$ cat src/rtl/dcache_line_mover.sv
// -----------------------------------------------------------------------------
// dcache_line_mover
// Moves whole cache lines between the data-cache line RAM (port B) and main
// data memory (port B). On a miss it optionally writes back a dirty victim
// line, then refills the slot with the missing line. Both RAMs are byte-write
// BRAMs with a registered 1-cycle read, so each phase overlaps a read stream
// on one port with a write stream (one cycle behind) on the other port.
//
// Ports
//   clk, nrst                 clock, asynchronous active-low reset
//   req_valid / req_ready     request handshake (ready only in IDLE)
//   req_wb                    victim dirty: write back before refilling
//   req_set                   cache set (line slot) index
//   req_victim_addr           memory word address of the victim line
//   req_miss_addr             memory word address of the missing line
//   busy                      transfer in progress (acceptance .. return to IDLE)
//   done                      one-cycle pulse when the refill has completed
//   c_en/c_we/c_addr/c_din    cache RAM port B controls and write data
//   c_dout                    cache RAM port B read data
//   m_en/m_we/m_addr/m_din    memory port B controls and write data
//   m_dout                    memory port B read data
// -----------------------------------------------------------------------------
module dcache_line_mover #(
  parameter int unsigned LINE_WORDS       = 4,   // power of 2, >= 2
  parameter int unsigned CACHE_ADDR_WIDTH = 8,
  parameter int unsigned MEM_ADDR_WIDTH   = 11,
  parameter int unsigned NUM_COL          = 4,
  parameter int unsigned COL_WIDTH        = 8,
  localparam int unsigned DATA_WIDTH      = NUM_COL * COL_WIDTH,
  localparam int unsigned OFS             = $clog2(LINE_WORDS),
  localparam int unsigned SET_WIDTH       = CACHE_ADDR_WIDTH - OFS
) (
  input  logic                        clk,
  input  logic                        nrst,

  input  logic                        req_valid,
  output logic                        req_ready,
  input  logic                        req_wb,
  input  logic [SET_WIDTH-1:0]        req_set,
  input  logic [MEM_ADDR_WIDTH-1:0]   req_victim_addr,
  input  logic [MEM_ADDR_WIDTH-1:0]   req_miss_addr,
  output logic                        busy,
  output logic                        done,

  output logic                        c_en,
  output logic [NUM_COL-1:0]          c_we,
  output logic [CACHE_ADDR_WIDTH-1:0] c_addr,
  output logic [DATA_WIDTH-1:0]       c_din,
  input  logic [DATA_WIDTH-1:0]       c_dout,

  output logic                        m_en,
  output logic [NUM_COL-1:0]          m_we,
  output logic [MEM_ADDR_WIDTH-1:0]   m_addr,
  output logic [DATA_WIDTH-1:0]       m_din,
  input  logic [DATA_WIDTH-1:0]       m_dout
);

  localparam int unsigned CNT_WIDTH = OFS + 1;

  // Clears the word-offset bits of a memory address to get the line base.
  localparam logic [MEM_ADDR_WIDTH-1:0] LOW_MASK = MEM_ADDR_WIDTH'(LINE_WORDS - 1);

  typedef enum logic [1:0] {
    IDLE   = 2'd0,
    WB     = 2'd1,
    REFILL = 2'd2,
    DONE   = 2'd3
  } stateT;

  stateT                      state;
  stateT                      nextState;

  // Read index; its top bit marks the final (write-only) cycle of a phase.
  logic [CNT_WIDTH-1:0]       cnt;
  logic [OFS-1:0]             rdIdx;
  // Write stream trails the read stream by one cycle.
  logic                       wrValid;
  logic [OFS-1:0]             wrIdx;
  logic                       lastCycle;

  logic [SET_WIDTH-1:0]       setR;
  logic [MEM_ADDR_WIDTH-1:0]  victimBase;
  logic [MEM_ADDR_WIDTH-1:0]  missBase;

  logic                       accept;

  assign rdIdx     = cnt[OFS-1:0];
  assign lastCycle = cnt[OFS];
  assign accept    = (state == IDLE) && req_valid;

  // Data moves straight across between the two RAM ports.
  assign c_din = m_dout;
  assign m_din = c_dout;

  // State register
  always_ff @(posedge clk or negedge nrst) begin
    if (!nrst) begin
      state <= IDLE;
    end else begin
      state <= nextState;
    end
  end

  // Next-state logic; each transfer phase lasts LINE_WORDS+1 cycles
  always_comb begin
    nextState = state;
    case (state)
      IDLE:    if (req_valid) nextState = req_wb ? WB : REFILL;
      WB:      if (lastCycle) nextState = REFILL;
      REFILL:  if (lastCycle) nextState = DONE;
      DONE:    nextState = IDLE;
      default: nextState = IDLE;
    endcase
  end

  // Request capture and word counters
  always_ff @(posedge clk or negedge nrst) begin
    if (!nrst) begin
      cnt        <= '0;
      wrValid    <= 1'b0;
      wrIdx      <= '0;
      setR       <= '0;
      victimBase <= '0;
      missBase   <= '0;
    end else begin
      if (accept) begin
        setR       <= req_set;
        victimBase <= req_victim_addr & ~LOW_MASK;
        missBase   <= req_miss_addr & ~LOW_MASK;
      end

      if (state == WB || state == REFILL) begin
        if (lastCycle) begin
          // Rearm for the next phase; the counter never wraps mid-line.
          cnt     <= '0;
          wrValid <= 1'b0;
        end else begin
          cnt     <= cnt + CNT_WIDTH'(1);
          wrValid <= 1'b1;
          wrIdx   <= rdIdx;
        end
      end else begin
        cnt     <= '0;
        wrValid <= 1'b0;
      end
    end
  end

  // Output decode from state and counter registers only
  always_comb begin
    c_en      = 1'b0;
    c_we      = '0;
    c_addr    = '0;
    m_en      = 1'b0;
    m_we      = '0;
    m_addr    = '0;
    req_ready = (state == IDLE);
    busy      = (state != IDLE);
    done      = (state == DONE);

    case (state)
      // Victim: read cache, write memory one cycle later.
      WB: begin
        if (!lastCycle) begin
          c_en   = 1'b1;
          c_addr = {setR, rdIdx};
        end
        if (wrValid) begin
          m_en   = 1'b1;
          m_we   = '1;
          // Base low bits are zero, so OR never carries into the line tag.
          m_addr = victimBase | MEM_ADDR_WIDTH'(wrIdx);
        end
      end
      // Refill: read memory, write cache one cycle later.
      REFILL: begin
        if (!lastCycle) begin
          m_en   = 1'b1;
          m_addr = missBase | MEM_ADDR_WIDTH'(rdIdx);
        end
        if (wrValid) begin
          c_en   = 1'b1;
          c_we   = '1;
          c_addr = {setR, wrIdx};
        end
      end
      default: ;
    endcase
  end

endmodule

$ cat config.mk
export PLATFORM = sky130hd
export DESIGN_NAME = dcache_line_mover
export DESIGN_NICKNAME = d
export VERILOG_FILES = /design/src/rtl/dcache_line_mover.sv
export SDC_FILE = /design/constraint.sdc
export NUM_CORES = 1
export LEC_CHECK = 0
export CORE_MARGIN = 1.5
export CORE_UTILIZATION = 29
export DETAILED_ROUTE_END_ITERATION = 12
export PLACE_DENSITY = 0.79
export RECOVER_POWER = 50
export SLEW_MARGIN = 20
export SYNTH_ARGS = -nofsm -noshare
export SYNTH_HDL_FRONTEND = slang
export SYNTH_SLANG_ARGS = --single-unit
$ cat constraint.sdc
create_clock -name clk -period 1.56 [get_ports clk]
set_input_delay 0.468 -clock clk [delete_from_list [all_inputs] [get_ports clk]]
set_output_delay 0.468 -clock clk [all_outputs]
set_load 0.03 [all_outputs]
==> impl_metrics.py <==
metrics = {
    "sta": {
        "rsz0062_at_grt": "true",
        "setup-violations-final": 32,
        "finalClockSkew_ns": 0.00166,
        "worst_slack_ns": -0.566,
        "hold_viol_final": 0,
        "worstMarginPinSlew_ns": 0.801,
        "drv_slew": 0,
        "fin_tns_setup_ns": -14.65,
        "fin_crit_sh_pct": 136,
        "max_freq_mhz": 470,
        "max-slew-margin-rel_pct": 46.6,
        "period_needed_ns": 2.13,
    },
    "synthesis": {
        "synth_area_mm2": 0.00215,
        "ys_seq_area_share_pct": 37.3,
        "avgSynthCellArea_um2": 11.3,
        "synth_top_area_share_pct": 37.3,
        "syn_nets": 292,
        "synth_cell_types": 22,
        "synth_area_leaders": "dfrtp_1, buf_4, mux2_4, a22oi_1, nor2b_1",
        "synthCells": 191,
        "yosys.area.top_type": "dfrtp_1",
        "yosys_warnings": 0,
        "synth_seq_cells": 32,
    },
    "clock_tree": {
        "clock_latency_ns": 0.27,
        "hold_buffers": 0,
        "clk_pin_slew_worst_paths_ns": 0.06,
        "cts-root-buf": "clkbuf_8",
        "numCtsBuffers": 5,
        "cts_tree": "done",
        "clockBufferDepth": 2,
        "clock-sinks": 32,
        "cts_max_level": 2,
    },
    "outcome": {
        "violations": "setup timing",
        "status": "finished with violations",
    },
    "global_route": {
        "grt_pass1_wl_um": 7040,
        "grt_pass1_vias": 1427,
        "gr-total-overflow": 0,
        "grt_max_degree": 33,
        "antenna_found_initial": 0,
        "grt_usage_pct": 11.8,
    },
    "place": {
        "dp_cells": 289,
        "dp_slack_ns": -0.378,
        "port_buffers": 59,
        "place_congestion": 0.756,
        "hpwl_um": 3100,
    },
    "final_layout": {
        "multiInputGateArea_mm2": 0.00105,
        "area_delta_synth_final_pct": 42.7,
        "regArea_um2": 802,
        "layout_common_cells": "buf_6, dfrtp_1, clkdlybuf4s50_1",
        "diodes": 0,
        "drive_above_1_share_pct": 66.8,
        "mostFrequentLayoutCell": "buf_6",
        "fillers": 696,
        "fin_cells": 313,
        "nets": 314,
    },
    "floorplan": {
        "io_pins": 192,
        "die_w_um": 89.1,
        "die_area_mm2": 0.00794,
        "rows": 31,
        "fp.coreArea_mm2": 0.00721,
        "dieHeight_um": 89.1,
        "start_util_pct": 29.8,
    },
    "routing": {
        "first_pass_iters": 3,
        "post-route-drc-count": 0,
        "via_per_inst": 4.32,
        "wl_per_cell_um": 15.6,
        "wirelength_um": 4890,
        "routed-via-count": 1351,
        "drtIter0Drc": 23,
        "final_antenna_net_count": 0,
    },
    "min_path": {
        "holdPathStages": 1,
        "hp-class": "reg2reg",
    },
    "worst_setup_path": {
        "worst_ep_required_time_ns": 1.09,
        "worst_setup_path_start_kind": "flop",
        "reg2regPathDepth": 5,
        "cp-end-kind": "primary output",
        "cp_data_arrival_time_ns": 1.66,
        "worstSetupPathType": "reg2out",
        "critPathMaxFanout": 7,
    },
    "power_and_ir_drop": {
        "power_density_mw_per_mm2": 2400,
        "leakage_nw": 1.40,
        "vdd_ir_drop_max_mv": 0.962,
    },
    "job": {
        "cap_violations": 0,
    },
}
-- registers in the layout, summed over array words and instances (netlist names) --
signal / flops
state: 2
wrIdx: 2
setR: 6
wrValid: 1
victimBase: 9
cnt: 3
missBase: 9
-- area by class of cell --
type	instances	area share [%]
Multi-Input combinational cell	82	34.1
Timing Repair Buffer	89	32.2
Sequential cell	32	26.2
Tap cell	99	4.04
Clock buffer	8	2.94
Inverter	3	0.530
-- cells by family after synthesis --
family          count (synthesis)  share of synthesized area (%)
buf+inv                        78                           26.9
flops                          32                           37.3
simple gates                   30                           8.73
mux                            28                           18.0
compound gates                 18                           6.17
fa+ha+maj                       5                           2.91
-- metal layers --
layer | global-route usage [%] | routed length (um) | vias up
met1 | 13.6 | 1900 | 669
met5 | 0 | 0 | -
met2 | 19.6 | 2480 | 54
met4 | 7.69 | 183 | 0
li1 | - | - | 605
met3 | 2.86 | 316 | 23
-- where the power goes --
part	switching, mW	internal, mW
registers	0.350	1.25
clock network	0.281	0.359
logic	2.20	2.91
total	2.83	4.52
-- Yosys cell counts (all sizes together) --
master / n
buf: 74
dfrtp: 32
mux2: 26
nor2b: 15
a22oi: 13
and2: 10
ha: 5
inv: 3
and2b: 2
mux2i: 2
nand2: 2
o21a: 2
a21boi: 1
clkbuf: 1
nor2: 1
o21ai: 1
o22ai: 1
-- metrics by stage --
step | hold WS, ns | instance area, um2 | power, mW | util (%)
4_1_cts | 0.515 | 2980 | 7.20 | 41.3
2_1_floorplan | 0.172 | 2320 | 4.69 | -
6_report | 0.515 | 3070 | 7.35 | 42.5
3_3_place_gp | 0.490 | 2580 | 5.60 | 35.8
3_5_place_dp | 0.495 | 2580 | 5.70 | 35.8
5_1_grt | 0.527 | 3070 | 7.74 | 42.5
-- path summary, 6_finish.rpt --
| path | start | endpoint | slack (ns) |
|---|---|---|---|
| setup / recovery | state[0]$_DFFE_PN0P_ | c_addr[3] | -0.57 |
| hold / removal | setR[2]$_DFFE_PN0P_ | setR[2]$_DFFE_PN0P_ | 0.51 |
| setup reg to reg | state[1]$_DFFE_PN0P_ | wrIdx[0]$_DFFE_PN0P_ | 0.02 |
| hold reg to reg | setR[2]$_DFFE_PN0P_ | setR[2]$_DFFE_PN0P_ | 0.51 |
| max in group asynchronous | nrst | state[1]$_DFFE_PN0P_ | 0.20 |
| min in group asynchronous | nrst | missBase[9]$_DFFE_PN0P_ | 0.80 |
-- critical path, stage by stage, from the launching register on --
cell and delay, ns:
dfrtp_1 0.40, buf_4 0.15, ha_4 0.17, nor2b_4 0.14
o21a_4 0.23, and2_4 0.17, buf_6 0.13
-- timing repair --
action,in CTS,in global routing
cloned,1,3
setup buffers,12,1
gates resized for setup,55,6
hold endpoints to repair,0,0
endpoints found under the setup margin,34,59
pin swaps,12,1
Power figures use the tool's default switching activity.
